$ cat src/rtl/uart_ctrl_pkg.sv
// Shared types and helpers for the UART transmit arbiter.
package uart_ctrl_pkg;

  localparam int BYTE_W = 8;

  typedef enum logic [1:0] {
    IDLE,
    START,
    WAIT_BUSY,
    WAIT_DONE
  } tx_state_t;

  function automatic int id_width(input int n);
    return (n > 1) ? $clog2(n) : 1;
  endfunction

endpackage

$ cat src/rtl/uart_rr_pick.sv
// Rotate-priority picker: first request at or after ptr, wrapping modulo N.
module uart_rr_pick
  import uart_ctrl_pkg::*;
#(
  parameter int N = 4,
  localparam int IW = id_width(N)
) (
  input  logic [N-1:0]  req,
  input  logic [IW-1:0] ptr,
  output logic [N-1:0]  grant,
  output logic [IW-1:0] idx,
  output logic          any
);

  always_comb begin
    grant = '0;
    idx   = '0;
    any   = 1'b0;
    for (int k = 0; k < N; k++) begin
      if (!any && req[(int'(ptr) + k) % N]) begin
        any = 1'b1;
        idx = IW'((int'(ptr) + k) % N);
      end
    end
    if (any) grant[idx] = 1'b1;
  end

endmodule

$ cat src/rtl/uart_tx_arbiter.sv
// Round-robin arbiter with frame lock sharing one UART byte transmitter
// among N_REQ requesters; drives a held start level and tracks tx_rdy.
module uart_tx_arbiter
  import uart_ctrl_pkg::*;
#(
  parameter int N_REQ       = 4,
  parameter int START_HOLD  = 4,
  parameter int ACK_TIMEOUT = 16
) (
  input  logic                        clk,
  input  logic                        rst_n,
  input  logic [N_REQ-1:0]            req_valid,
  input  logic [N_REQ-1:0]            req_last,
  input  logic [BYTE_W*N_REQ-1:0]     req_data,
  output logic [N_REQ-1:0]            req_ready,
  output logic [BYTE_W-1:0]           tx_data,
  output logic                        tx_start,
  input  logic                        tx_rdy,
  output logic [id_width(N_REQ)-1:0]  grant_id,
  output logic                        busy,
  output logic                        timeout_err
);

  localparam int IW = id_width(N_REQ);
  localparam int CW = $clog2(ACK_TIMEOUT + 1);
  localparam logic [CW-1:0] HOLD_END = CW'(START_HOLD - 1);
  localparam logic [CW-1:0] ACK_END  = CW'(ACK_TIMEOUT - 1);

  tx_state_t        state;
  logic             lock;
  logic             last_q;
  logic             seen_low;
  logic [CW-1:0]    cnt;
  logic [IW-1:0]    rr_ptr;
  logic [IW-1:0]    pick_ptr;
  logic [IW-1:0]    pick_idx;
  logic [IW-1:0]    next_ptr;
  logic [N_REQ-1:0] cand;
  logic [N_REQ-1:0] pick_grant;
  logic             pick_any;

  // While locked only the frame owner may compete, so the picker starts at it.
  assign cand     = lock ? (req_valid & (N_REQ'(1) << grant_id)) : req_valid;
  assign pick_ptr = lock ? grant_id : rr_ptr;
  assign next_ptr = (grant_id == IW'(N_REQ - 1)) ? '0 : grant_id + 1'b1;

  uart_rr_pick #(.N(N_REQ)) u_pick (
    .req   (cand),
    .ptr   (pick_ptr),
    .grant (pick_grant),
    .idx   (pick_idx),
    .any   (pick_any)
  );

  assign busy      = (state != IDLE) || lock;
  assign req_ready = (rst_n && state == IDLE && tx_rdy && pick_any) ? pick_grant : '0;

  always_ff @(posedge clk or negedge rst_n) begin
    if (!rst_n) begin
      state       <= IDLE;
      rr_ptr      <= '0;
      lock        <= 1'b0;
      last_q      <= 1'b0;
      seen_low    <= 1'b0;
      cnt         <= '0;
      tx_start    <= 1'b0;
      tx_data     <= '0;
      grant_id    <= '0;
      timeout_err <= 1'b0;
    end else begin
      timeout_err <= 1'b0;
      case (state)
        IDLE: begin
          if (tx_rdy && pick_any) begin
            tx_data  <= req_data[BYTE_W*int'(pick_idx) +: BYTE_W];
            grant_id <= pick_idx;
            last_q   <= req_last[pick_idx];
            cnt      <= '0;
            seen_low <= 1'b0;
            tx_start <= 1'b1;
            state    <= START;
          end
        end
        START: begin
          cnt <= cnt + 1'b1;
          if (!tx_rdy) seen_low <= 1'b1;
          // A transmitter that already went busy during the hold skips WAIT_BUSY.
          if (cnt == HOLD_END) begin
            tx_start <= 1'b0;
            state    <= (seen_low || !tx_rdy) ? WAIT_DONE : WAIT_BUSY;
          end
        end
        WAIT_BUSY: begin
          cnt <= cnt + 1'b1;
          if (!tx_rdy) begin
            state <= WAIT_DONE;
          end else if (cnt == ACK_END) begin
            timeout_err <= 1'b1;
            lock        <= 1'b0;
            rr_ptr      <= next_ptr;
            state       <= IDLE;
          end
        end
        WAIT_DONE: begin
          if (tx_rdy) begin
            state <= IDLE;
            if (last_q) begin
              lock   <= 1'b0;
              rr_ptr <= next_ptr;
            end else begin
              lock <= 1'b1;
            end
          end
        end
        default: state <= IDLE;
      endcase
    end
  end

endmodule

$ cat config.mk
export PLATFORM = sky130hd
export DESIGN_NAME = uart_tx_arbiter
export DESIGN_NICKNAME = d
export VERILOG_FILES = /design/src/rtl/uart_ctrl_pkg.sv /design/src/rtl/uart_rr_pick.sv /design/src/rtl/uart_tx_arbiter.sv
export SDC_FILE = /design/constraint.sdc
export NUM_CORES = 1
export LEC_CHECK = 0
export ABC_AREA = 1
export CAP_MARGIN = 20
export CORE_MARGIN = 2
export CORE_UTILIZATION = 25
export CTS_CLUSTER_SIZE = 20
export DETAILED_ROUTE_END_ITERATION = 12
export PLACE_DENSITY = 0.59
export SETUP_SLACK_MARGIN = 0.3
export SLEW_MARGIN = 20
export SYNTH_ARGS = -nofsm -noshare
export SYNTH_HDL_FRONTEND = slang
export SYNTH_SLANG_ARGS = --single-unit
$ cat constraint.sdc
create_clock -name clk -period 2.54 [get_ports clk]
set_input_delay 0.508 -clock clk [delete_from_list [all_inputs] [get_ports clk]]
set_output_delay 0.508 -clock clk [all_outputs]
set_load 0.03 [all_outputs]
==> out/qor.yml, run 1 <==
async_flop_share_pct: 100.0
nNetsFinal: 462
synth_top_family_by_area: "simple AND/OR/NAND/NOR gates"
yosysWarnings: 0
boundaryPins: 60
synthCells: 318
netlist_area_um2: 2125
grt_max_degree: 25
worst_pin_slew_ns: 0.3799
max_stage_delay_ns: 0.49
worstPathCellList: "inv_4 -> ha_4 -> inv_2 -> nand2_2 -> nand2_2 -> nand2_2 -> nand2_2 -> nand2_4 -> nand2_4 -> buf_4 -> a21oi_4 -> nand2_4 -> nand2_8 -> inv_6 -> nor3_4 -> buf_6"
finClkSkew_ns: 0.002609
postLayoutCoreUtil_pct: 41.48
row_count: 33
dieArea_um2: 9252
grt.total_usage_pct: 12.83
avgRoutedWirePerCell_um: 11.69
synthXorXnorAreaFrac_pct: 0.4122
die-width_um: 96.19
synth_edf_count: 0
r2r_slack_ns: 0.15
area_growth_pct: 60.42
synth.area.top_cells: "dfrtp_1, nand2_1, nand3_1, ha_1, inv_1"
netlist.top_cell.by_area: "dfrtp_1"
cp.required_ns: 2.03
hold_violations: 0
maxCapViolations: 0
placedCellCount: 497
end_kind: "primary output"
synth_compound_area_share_pct: 5.889
vias: 2250
arrival_ns: 2.29
worstPathBufferInverterCount: 5
viasPerCell: 4.386
place_congestion: 0.8314
holdWs_ns: 0.4807
synth_flop_cell: "dfrtp_1"
ant_nets: 0
cpMostUsedCell: "nand2_2"
drtIter0Drc: 78
final_cells: 513
finalCritPeriodShare_pct: 110.0
h-tree-depth: 1
hold_class: "reg -> reg"
grt_overflow: 0
fmax_ghz: 0.3578
grt_pass1_vias: 2089
critPathMaxFanout: 5
clk_pin_slew_ns: 0.08
synth_adder_area_share_pct: 5.889
first_pass_iters: 4
cts_made_buffers: 3
cellPowerDensity_nw_per_um2: 1519
die-height_um: 96.19
synth.distinct_cells: 31
yosys-mux-area-fraction_pct: 0.4711
cts_max_path_buffers: 2
synth_nets: 371
fin_crit_ns: 2.795
setup_violations: 4
synthSimpleGateAreaFrac_pct: 50.29
start_util_pct: 25.86
violations: "negative setup slack"
insertion_delay_ns: 0.26
drc: 0
cpLargestDelayFamily: "simple AND/OR/NAND/NOR gates"
syn_avg_cell_area_um2: 6.681
layout_common_cells: "nand2_1, clkdlybuf4s50_1, nand3_1, buf_4, nand2_2"
rsz0062_at_grt: "yes"
crit_type: "reg -> out"
ys_seq_area_share_pct: 28.27
grt_first_pass_wirelength_um: 9432
placed_area_um2: 3005
antenna_found_initial: 0
n_antenna_cell: 0
hpwl_um: 4544
drive_gt1_share_pct: 30.15
layout_commonest_cell: "nand2_1"
drv_slew: 0
start_kind: "flop"
ys_ff_latch: 24
cts_root_buffer: "clkbuf_8"
routed_wl_um: 5999
p_leak_nw: 1.649
max_slew_margin_pct: 74.02
cts.sinks: 24
synth_top_area_share_pct: 28.27
cp_slowest_cell: "dfrtp_2"
setup_slack_ns: -0.2552
holdBufCountCts: 0
cts_tree: "done"
irDropWorstVdd_mv: 0.8603
status: "finished, violations left"
fin_tns_setup_ns: -1.017
io_buffer_count: 59
design.core.area_um2: 8217
design_area_um2: 3408
-- synthesized netlist by cell type, drive strengths merged (4+ instances only) --
cell / count
nand2: 176
nand3: 32
inv: 26
dfrtp: 24
nor2: 13
o21ai: 11
ha: 10
buf: 9
nor3: 6
a21oi: 4
-- worst paths after layout --
path / from / to / cells after the start
min reg2reg: tx_start$_DFFE_PN0P_ / tx_start$_DFFE_PN0P_ / 2
max reg2reg: grant_id[0]$_DFFE_PN0P_ / tx_data[6]$_DFFE_PN0P_ / 20
max: grant_id[0]$_DFFE_PN0P_ / req_ready[2] / 16
min: tx_start$_DFFE_PN0P_ / tx_start$_DFFE_PN0P_ / 2
min in group asynchronous: rst_n / cnt[0]$_DFFE_PN0P_ / 2
max in group asynchronous: rst_n / grant_id[0]$_DFFE_PN0P_ / 2
-- area by class of cell --
class / instances / area, µm²
Sequential cell: 24 / 604.3
Clock buffer: 4 / 45.04
Fill cell: 856 / 4808
Inverter: 26 / 117.6
Timing Repair Buffer: 95 / 942.2
Tap cell: 105 / 131.4
Multi-Input combinational cell: 259 / 1568
-- tightest hold or removal path: stages, from the launching register on --
cell	delay [ns]
dfrtp_1	0.35
nand2_1	0.05
nand2_1	0.05
-- timing repair --
action                                  in CTS  in global routing
gates cloned                                 1                  0
setup buffers                                6                  5
endpoints found under the setup margin      19                 25
pin swaps                                   32                 15
gates resized for setup                     55                 14
-- flip-flops by register name (all words and copies together) (netlist names) --
| signal | flops |
|---|---|
| tx_start | 1 |
| grant_id | 2 |
| cnt | 5 |
| timeout_err | 1 |
| tx_data | 8 |
| lock | 1 |
| rr_ptr | 2 |
| seen_low | 1 |
| last_q | 1 |
| state | 2 |
-- kinds of logic after synthesis --
family | count (synthesis)
AND/OR/NAND/NOR | 228
multiplexers | 1
AO/OA/AOI/OAI | 19
XOR/XNOR | 1
buffers and inverters | 35
adder cells (fa/ha/maj) | 10
flip-flops | 24
-- per-layer routing --
layer / vias to the layer above / global-route usage (%) / wire length (µm)
li1: 1179 / - / -
met1: 1038 / 17.61 / 2696
met2: 33 / 21.88 / 3104
met3: 0 / 2.662 / 198
met4: 0 / 0.3571 / 0
met5: - / 0 / 0
-- metrics by stage --
step / power, mW / worst slack, ns
finish: 5.177 / -0.2552
global route: 5.653 / -0.3999
CTS: 5.009 / -0.2965
detailed placement: 4.164 / -0.2087
global placement: 4.117 / -0.1826
floorplan: 3.254 / -0.04990
-- power by group --
group          leakage (nW)  switching (mW)  total (mW)  internal (mW)
Clock                0.0228           0.114       0.226          0.112
Sequential            0.304           0.164       0.701          0.538
Combinational          1.32            2.42        4.25           1.83
No activity file was read; power rests on OpenSTA's default activity.
==> run 2: changes to the inputs <==
--- a/config.mk
+++ b/config.mk
@@ -11,9 +11,10 @@
 export CORE_UTILIZATION = 25
 export CTS_CLUSTER_SIZE = 20
 export DETAILED_ROUTE_END_ITERATION = 12
+export MAX_ROUTING_LAYER = met4
 export PLACE_DENSITY = 0.59
 export SETUP_SLACK_MARGIN = 0.3
-export SLEW_MARGIN = 20
+export SLEW_MARGIN = 5
 export SYNTH_ARGS = -nofsm -noshare
 export SYNTH_HDL_FRONTEND = slang
 export SYNTH_SLANG_ARGS = --single-unit
==> run 2 against run 1 <==
The flow still finishes with violations (negative setup slack). Maximum frequency hardly changed. Worst hold slack hardly changed. Clock power hardly changed. Highest routed layer unchanged. Critical endpoint unchanged. Largest power group unchanged.
==> out/qor.yml, run 2 (synthesis gave the netlist of run 1 again) <==
status: "finished, violations left"  # unchanged
violations: "negative setup slack"  # unchanged
holdBufCountCts: 0  # unchanged
ant_nets: 0  # unchanged
start_util_pct: 25.86  # unchanged
worst_pin_slew_ns: 0.3799  # unchanged
reg.largest.list: "tx_data x8, cnt x5"  # unchanged
irDropWorstVdd_mv: 0.8606  # was 0.8603 mV
cp.required_ns: 2.03  # about the same
grt_pass1_vias: 2090  # was 2089
start_kind: "flop"  # unchanged
avgRoutedWirePerCell_um: 11.69  # about the same
critPathMaxFanout: 5  # unchanged
fin_tns_setup_ns: -1.019  # was -1.017 ns
r2r_slack_ns: 0.16  # was 0.15 ns
largest_reg_flops: 8  # unchanged
io_buffer_count: 59  # unchanged
setup_violations: 4  # unchanged
cts.sinks: 24  # unchanged
endpoint: "req_ready[2]"  # unchanged
hpwl_um: 4544  # unchanged
viasPerCell: 4.388  # was 4.386
setup_slack_ns: -0.2557  # was -0.2552 ns
n_antenna_cell: 0  # unchanged
nNetsFinal: 462  # unchanged
area_growth_pct: 60.42  # unchanged
top_register: "tx_data"  # unchanged
r2r_start: "grant_id[0]$_DFFE_PN0P_"  # unchanged
finalCritPeriodShare_pct: 110.1  # was 110.0%
layout_common_cells: "nand2_1, clkdlybuf4s50_1, nand3_1, buf_4, nand2_2"  # unchanged
cts_root_buffer: "clkbuf_8"  # unchanged
die-width_um: 96.19  # unchanged
grt_overflow: 0  # unchanged
vias: 2251  # was 2250
cellPowerDensity_nw_per_um2: 1519  # about the same
reg2regPathDepth: 20  # unchanged
die-height_um: 96.19  # unchanged
startpoint: "grant_id[0]$_DFFE_PN0P_"  # unchanged
place_congestion: 0.8441  # was 0.8314
p_leak_nw: 1.649  # unchanged
dieArea_um2: 9252  # unchanged
hold_class: "reg -> reg"  # unchanged
grt_first_pass_wirelength_um: 9425  # was 9432 µm
cts_max_path_buffers: 2  # unchanged
drc: 0  # unchanged
row_count: 33  # unchanged
hold_depth: 2  # unchanged
cts_made_buffers: 3  # unchanged
arrival_ns: 2.29  # about the same
cts_tree: "done"  # unchanged
final_cells: 513  # unchanged
max_slew_margin_pct: 74.02  # unchanged
first_pass_iters: 4  # unchanged
boundaryPins: 60  # unchanged
crit_type: "reg -> out"  # unchanged
rsz0062_at_grt: "yes"  # unchanged
design.core.area_um2: 8217  # unchanged
hold_violations: 0  # unchanged
antenna_found_initial: 0  # unchanged
placedCellCount: 497  # unchanged
routed_wl_um: 5995  # was 5999 µm
grt_max_degree: 25  # unchanged
fin_crit_ns: 2.796  # was 2.795 ns
drv_slew: 0  # unchanged
clk_pin_slew_ns: 0.08  # about the same
insertion_delay_ns: 0.26  # about the same
fmax_ghz: 0.3577  # was 0.3578 GHz
grt.total_usage_pct: 13.18  # was 12.83%
end_kind: "primary output"  # unchanged
maxCapViolations: 0  # unchanged
drive_gt1_share_pct: 30.15  # unchanged
layout_commonest_cell: "nand2_1"  # unchanged
finClkSkew_ns: 0.002689  # was 0.002609 ns
h-tree-depth: 1  # unchanged
drtIter0Drc: 79  # was 78
r2r-end: "tx_data[6]$_DFFE_PN0P_"  # unchanged
[run 2: what timing repair did]
action / 4_1_cts / 5_1_grt
pin swaps: 32 / 15
gates resized for setup: 55 / 14
cloned: 1 / 0
buffers inserted: 6 / 5
setup endpoints to repair: 19 / 25
[run 2: layout make-up]
cell class	instances	area, µm²
Timing Repair Buffer	95	942.2
Fill cell	856	4808
Multi-Input combinational cell	259	1568
Clock buffer	4	45.04
Sequential cell	24	604.3
Tap cell	105	131.4
Inverter	26	117.6
[run 2: where the power goes]
| part | internal (mW) | leakage, nW | switching (mW) |
|---|---|---|---|
| logic | 1.83 | 1.32 | 2.42 |
| registers | 0.538 | 0.304 | 0.164 |
| clock network | 0.112 | 0.0228 | 0.114 |
| total | 2.48 | 1.65 | 2.70 |
[run 2: critical path, stage by stage, from the launching register on]
cell,delay [ns]
dfrtp_2,0.49
inv_4,0.08
ha_4,0.16
inv_2,0.05
nand2_2,0.05
nand2_2,0.09
nand2_2,0.06
nand2_2,0.09
nand2_4,0.07
a21oi_2,0.18
nand2_2,0.11
nor2_4,0.11
nor2_4,0.06
buf_6,0.12
nor3_4,0.15
buf_6,0.15
[run 2: worst min path at each step]
stage | endpoint | start
global route | seen_low$_DFFE_PN0P_ | seen_low$_DFFE_PN0P_
global placement | tx_start$_DFFE_PN0P_ | tx_start$_DFFE_PN0P_
detailed placement | tx_start$_DFFE_PN0P_ | tx_start$_DFFE_PN0P_
CTS | tx_start$_DFFE_PN0P_ | tx_start$_DFFE_PN0P_
floorplan | cnt[0]$_DFFE_PN0P_ | rst_n
finish | tx_start$_DFFE_PN0P_ | tx_start$_DFFE_PN0P_
[run 2: stage by stage]
stage / util [%] / hold WS, ns / worst slack (ns) / cell area [µm²] / power [mW]
after floorplan: - / 0.2124 / -0.04990 / 2188 / 3.254
after global placement: 36.58 / 0.4635 / -0.1826 / 3005 / 4.117
after detailed placement: 36.58 / 0.4647 / -0.2087 / 3005 / 4.164
after CTS: 40.41 / 0.4849 / -0.2965 / 3321 / 5.009
after global routing: 41.48 / 0.5226 / -0.3999 / 3408 / 5.651
final: 41.48 / 0.4808 / -0.2557 / 3408 / 5.177
[run 2: per-layer routing]
metal / track usage (%) / part of all wire (%)
met3: 2.193 / 3.1
met2: 21.82 / 52
met5: - / 0
met1: 17.89 / 45
met4: 0.3571 / 0
==> RTL change 1: new RTL, flow settings as in run 2 <==
Change the parameter `N_REQ` from 4 to 2.
--- a/src/rtl/uart_tx_arbiter.sv
+++ b/src/rtl/uart_tx_arbiter.sv
@@ -3,7 +3,7 @@
 module uart_tx_arbiter
   import uart_ctrl_pkg::*;
 #(
-  parameter int N_REQ       = 4,
+  parameter int N_REQ       = 2,
   parameter int START_HOLD  = 4,
   parameter int ACK_TIMEOUT = 16
 ) (
Ports: changed (5 resized); port bits go from 60 to 37. The function was not compared with the original's and may differ.
==> RTL change 1 against run 2 <==
First-iteration DRC count is 77% lower; power shrank 60%; cell count down 47%; critical endpoint is now req_ready[1]; utilization down 5.8 points; via count decreased by 49%; synthesized area decreased by 40%; register-to-register slack better by 660 ps; design area shrank 48%; routed wire length down 53%; highest routed layer is now met4; critical path depth down 8; combinational power decreased by 74%; sequential cell count down 2; setup slack improved by 710 ps; count of clock-buffer cells in the layout down 1.
==> RTL change 1: results (changes against run 2) <==
- Area contributors post-synth: dfrtp_1 (43%), nand2_1 (13%), ha_1 (5.9%)
- Worst vdd ir: 295 µV (-66%)
- Register-to-register setup slack: 820 ps (+660 ps)
- # nets final: 233 (-50%)
- Met2 Track Usage GR: 16.8% (-5.0 points)
- Placer Congestion: 0.733 (-13%)
- Highest metal used: met4
- Outcome: finished, final reports clean
- Pin count of the biggest net entering global routing: 27 (+8.0%)
- Routed metal-1 wirelength: 1310 µm (-51%)
- Family with the most delay on the worst path: flip-flops
- Routed wl met3: 134 µm (-28%)
- Fillers: 543 (-37%)
- Routed wl met2: 1330 µm (-57%)
- Met1 Use GR: 13.5% (-4.4 points)
- IO Port Bufs: 36 (-39%)
- Leak pwr: 0.812 nW (-51%)
- Hold crit path type: reg -> reg
- Drt via density: 4.22 (-3.9%)
- Starting DRT DRC Count: 18 (-77%)
- FF-to-FF Start: cnt[0]
- Synth unique cells: 25 (-19%)
- CP startpoint: state[0]
- # H-tree levels: 1 (unchanged)
- Post-CTS setup buffers: 0 (-6)
- First-pass GRT wire length: 4520 µm (-52%)
- Synth Flop Type: dfrtp_1
- Fraction of layout cells with a size suffix above 1: 9.85% (-20 points)
- CP peak stage delay: 420 ps (-70 ps)
- Remaining DRCs: 0 (unchanged)
- Crit path DAT: 1580 ps (-710 ps)
- Worst Max-Slew Pin Slew: 317 ps (-62.6 ps)
- Met3 usage: 2.25% (+0.056 points)
- Seq/Total Area, Yosys: 43.0% (+15 points)
- Syn Nets: 192 (-48%)
- DP Area: 0.00172 mm² (-43%)
- Crit-path slowest cell: dfrtp_1
- GRT Total Usage: 10.6% (-2.6 points)
- Top flop regs: tx_data: 8 flops, cnt: 5 flops, state: 2 flops
- Worst Hold Slack: 487 ps (+6.54 ps)
- Hold Startpoint: tx_start
- Drt wl/cell: 10.3 µm (-12%)
- Worst Clk Skew: 1.53 ps (-1.16 ps)
- Vias in the first global route: 1021 (-51%)
- DP HPWL: 2170 µm (-52%)
- Top cells by count, synth: nand2_1 (46), dfrtp_1 (22), inv_1 (17)
[RTL change 1: layout make-up]
class                           instances  area, µm²  area share [%]
Timing Repair Buffer                   40        382            21.4
Clock buffer                            3       41.3            2.31
Sequential cell                        22        551            30.8
Inverter                               19       73.8            4.13
Tap cell                               70       87.6            4.91
Clock inverter                          1       30.0            1.68
Multi-Input combinational cell        118        621            34.8
[RTL change 1: where the power goes]
group          leakage (nW)  total (mW)  switching [mW]  internal (mW)
clock network        0.0357       0.330           0.119          0.211
registers             0.277       0.606           0.106          0.500
logic                 0.499        1.11           0.677          0.435
[RTL change 1: worst register-to-register path: stages, from the launching register on]
cell	delay (ps)
dfrtp_1	420
ha_1	240
nand2_1	90
nor2_1	40
ha_1	170
inv_1	80
nand2_1	70
o21ai_0	200
nor2_1	100
nand2_1	110
nand2_1	50
o21ai_1	70
[RTL change 1: cells by family (layout without fill, tap and decap cells)]
logic type | count (synthesis) | in the layout | share of synthesized area (%)
fa+ha+maj | 6 | 6 | 5.86
flops | 22 | 22 | 43.0
compound gates | 34 | 34 | 14.1
buf+inv | 23 | 63 | 8.79
simple gates | 78 | 78 | 28.3
[RTL change 1: path summary, 6_finish.rpt]
path	to	depth (start not counted)
worst min register to register	tx_start	2
worst max register to register	state[0]	11
worst min-delay path	tx_start	2
max in group asynchronous	seen_low	2
worst max-delay path	req_ready[1]	7
min in group asynchronous	state[0]	2
[RTL change 1: timing repair]
action	CTS	global route
gates resized for setup	3	1
setup endpoints to repair	3	2
pin swaps	1	0
[RTL change 1: metrics by stage]
| step | std cells | worst slack [ps] |
|---|---|---|
| 3_5_place_dp | 269 | 263 |
| 6_report | 273 | 457 |
| 5_1_grt | 273 | 317 |
| 2_1_floorplan | 163 | 504 |
| 3_3_place_gp | 269 | 266 |
| 4_1_cts | 273 | 390 |
==> RTL change 2: new RTL, flow settings as in run 2 <==
Made on the original files. Reset style: synchronous (`rst_n`), changed in one clocked block.
--- a/src/rtl/uart_tx_arbiter.sv
+++ b/src/rtl/uart_tx_arbiter.sv
@@ -55,7 +55,7 @@
   assign busy      = (state != IDLE) || lock;
   assign req_ready = (rst_n && state == IDLE && tx_rdy && pick_any) ? pick_grant : '0;
 
-  always_ff @(posedge clk or negedge rst_n) begin
+  always_ff @(posedge clk) begin
     if (!rst_n) begin
       state       <= IDLE;
       rr_ptr      <= '0;
Behaviour: differs if rst_n is asserted again (counterexample within 4 cycles, from zero or initial values and one cycle with rst_n low); with rst_n held inactive, the same outputs for 4 cycles.
==> RTL change 2 against run 2 <==
The flow still finishes with violations (negative setup slack); first-iteration DRC count decreased by 10%; sequential share of layout area decreased by 3.5 points; power increased by 0.66%; combinational power about the same; hold slack improved by 3.8 ps; design area increased by 1.2%; setup slack improved by 160 ps; routed wire length increased by 12%; sequential cell count unchanged; critical path depth decreased by 1; synthesized area decreased by 3.8%; largest cell class unchanged; highest routed layer is now met4.
==> RTL change 2: results (changes against run 2) <==
- Critical R2R Capture: tx_data[0]
- Crit path max fanout: 6 (+1)
- WL final: 6720 µm (+12%)
- Drt via density: 4.76 (+8.5%)
- Failing checks: negative setup slack
- Vias in the first global route: 2395 (+15%)
- Fraction of layout cells with a size suffix above 1: 31.8% (+1.6 points)
- Worst Clk Skew: 6.69 ps (+4.00 ps)
- CTS clk-pin slew, worst paths: 100 ps (+20 ps)
- Fillers: 788 (-7.9%)
- Register-to-register setup slack: 70 ps (-90 ps)
- Worst Max-Slew Pin Slew: 349 ps (-30.8 ps)
- Outcome: complete, but fails checks
- DP Area: 0.00289 mm² (-3.9%)
- Syn Nets: 375 (+1.1%)
- Final setup viols: 4 (unchanged)
- Seq/Total Area, Yosys: 23.5% (-4.8 points)
- Area contributors post-synth: dfxtp_1 (24%), nand2_1 (15%), nand3_1 (13%)
- Asr flop ratio synth: 0% (-100 points)
- Initial DRT Pass Iterations: 5 (+1)
- Fin worst setup slack: -92.0 ps (+164 ps)
- Setup_tns: -316 ps (+703 ps)
- DP HPWL: 4710 µm (+3.6%)
- Starting DRT DRC Count: 71 (-10%)
- FF-to-FF Start: grant_id[0]
==> RTL change 2: worst min path at each step <==
| stage | endpoint | slack [ps] | depth (start not counted) |
|---|---|---|---|
| 2_1_floorplan | rr_ptr[1] | 440 | 2 |
| 3_3_place_gp | rr_ptr[1] | 460 | 2 |
| 3_5_place_dp | rr_ptr[1] | 460 | 2 |
| 4_1_cts | rr_ptr[0] | 490 | 2 |
| 5_1_grt | tx_start | 510 | 2 |
| 6_report | rr_ptr[0] | 480 | 2 |
==> RTL change 2: logic make-up after synthesis <==
| kind of cell | after synthesis | synth area share (%) |
|---|---|---|
| simple gates | 202 | 46.9 |
| compound gates | 43 | 11.9 |
| buf+inv | 43 | 11.6 |
| flops | 24 | 23.5 |
| fa+ha+maj | 10 | 6.12 |
==> RTL change 2: critical path, stage by stage (launching register included) <==
cell and delay, ps:
dfxtp_4 440, inv_6 60, ha_4 150, inv_2 50
nand2_4 50, nand2_4 70, nand2_2 70, nand2_4 100
nor2_4 50, a21oi_4 180, nor2_1 70, nand2_1 70
nand2_2 110, nor3_4 210, buf_6 150
==> RTL change 2: timing repair <==
action / CTS / global route
pin swaps: 29 / 32
buffers inserted: 8 / 3
hold buffers: 0 / 0
gates cloned: 1 / 2
endpoints found under the setup margin: 15 / 15
resized for setup: 46 / 40
endpoints found under the hold margin: 0 / 0
==> RTL change 2: layer usage <==
metal	GRT usage, %	share of wire (%)	vias to the layer above
met2	26.3	49	85
met4	4.11	1.2	0
li1	-	-	1228
met1	19.8	45	1082
met3	2.15	4.9	10
met5	-	0	-
==> RTL change 2: area by class of cell <==
class / count / share of cell area (%)
multi-input combinational: 255 / 49.5
sequential: 24 / 14.3
timing repair buffer: 90 / 26.8
tap: 102 / 3.70
inverter: 30 / 3.77
clock buffer: 4 / 1.92
==> RTL change 2: per-stage QoR <==
stage | std cells | hold WS (ps) | util [%]
after floorplan | 322 | 444 | -
after global placement | 487 | 455 | 37.0
after detailed placement | 487 | 460 | 37.0
after CTS | 500 | 490 | 41.0
after global routing | 505 | 514 | 44.2
final | 505 | 485 | 44.2
==> RTL change 2: report_power, final <==
part           leakage, nW  switching, mW  internal, mW
sequential           0.199          0.131         0.519
combinational         1.23           2.38          1.87
clock               0.0339          0.135         0.171
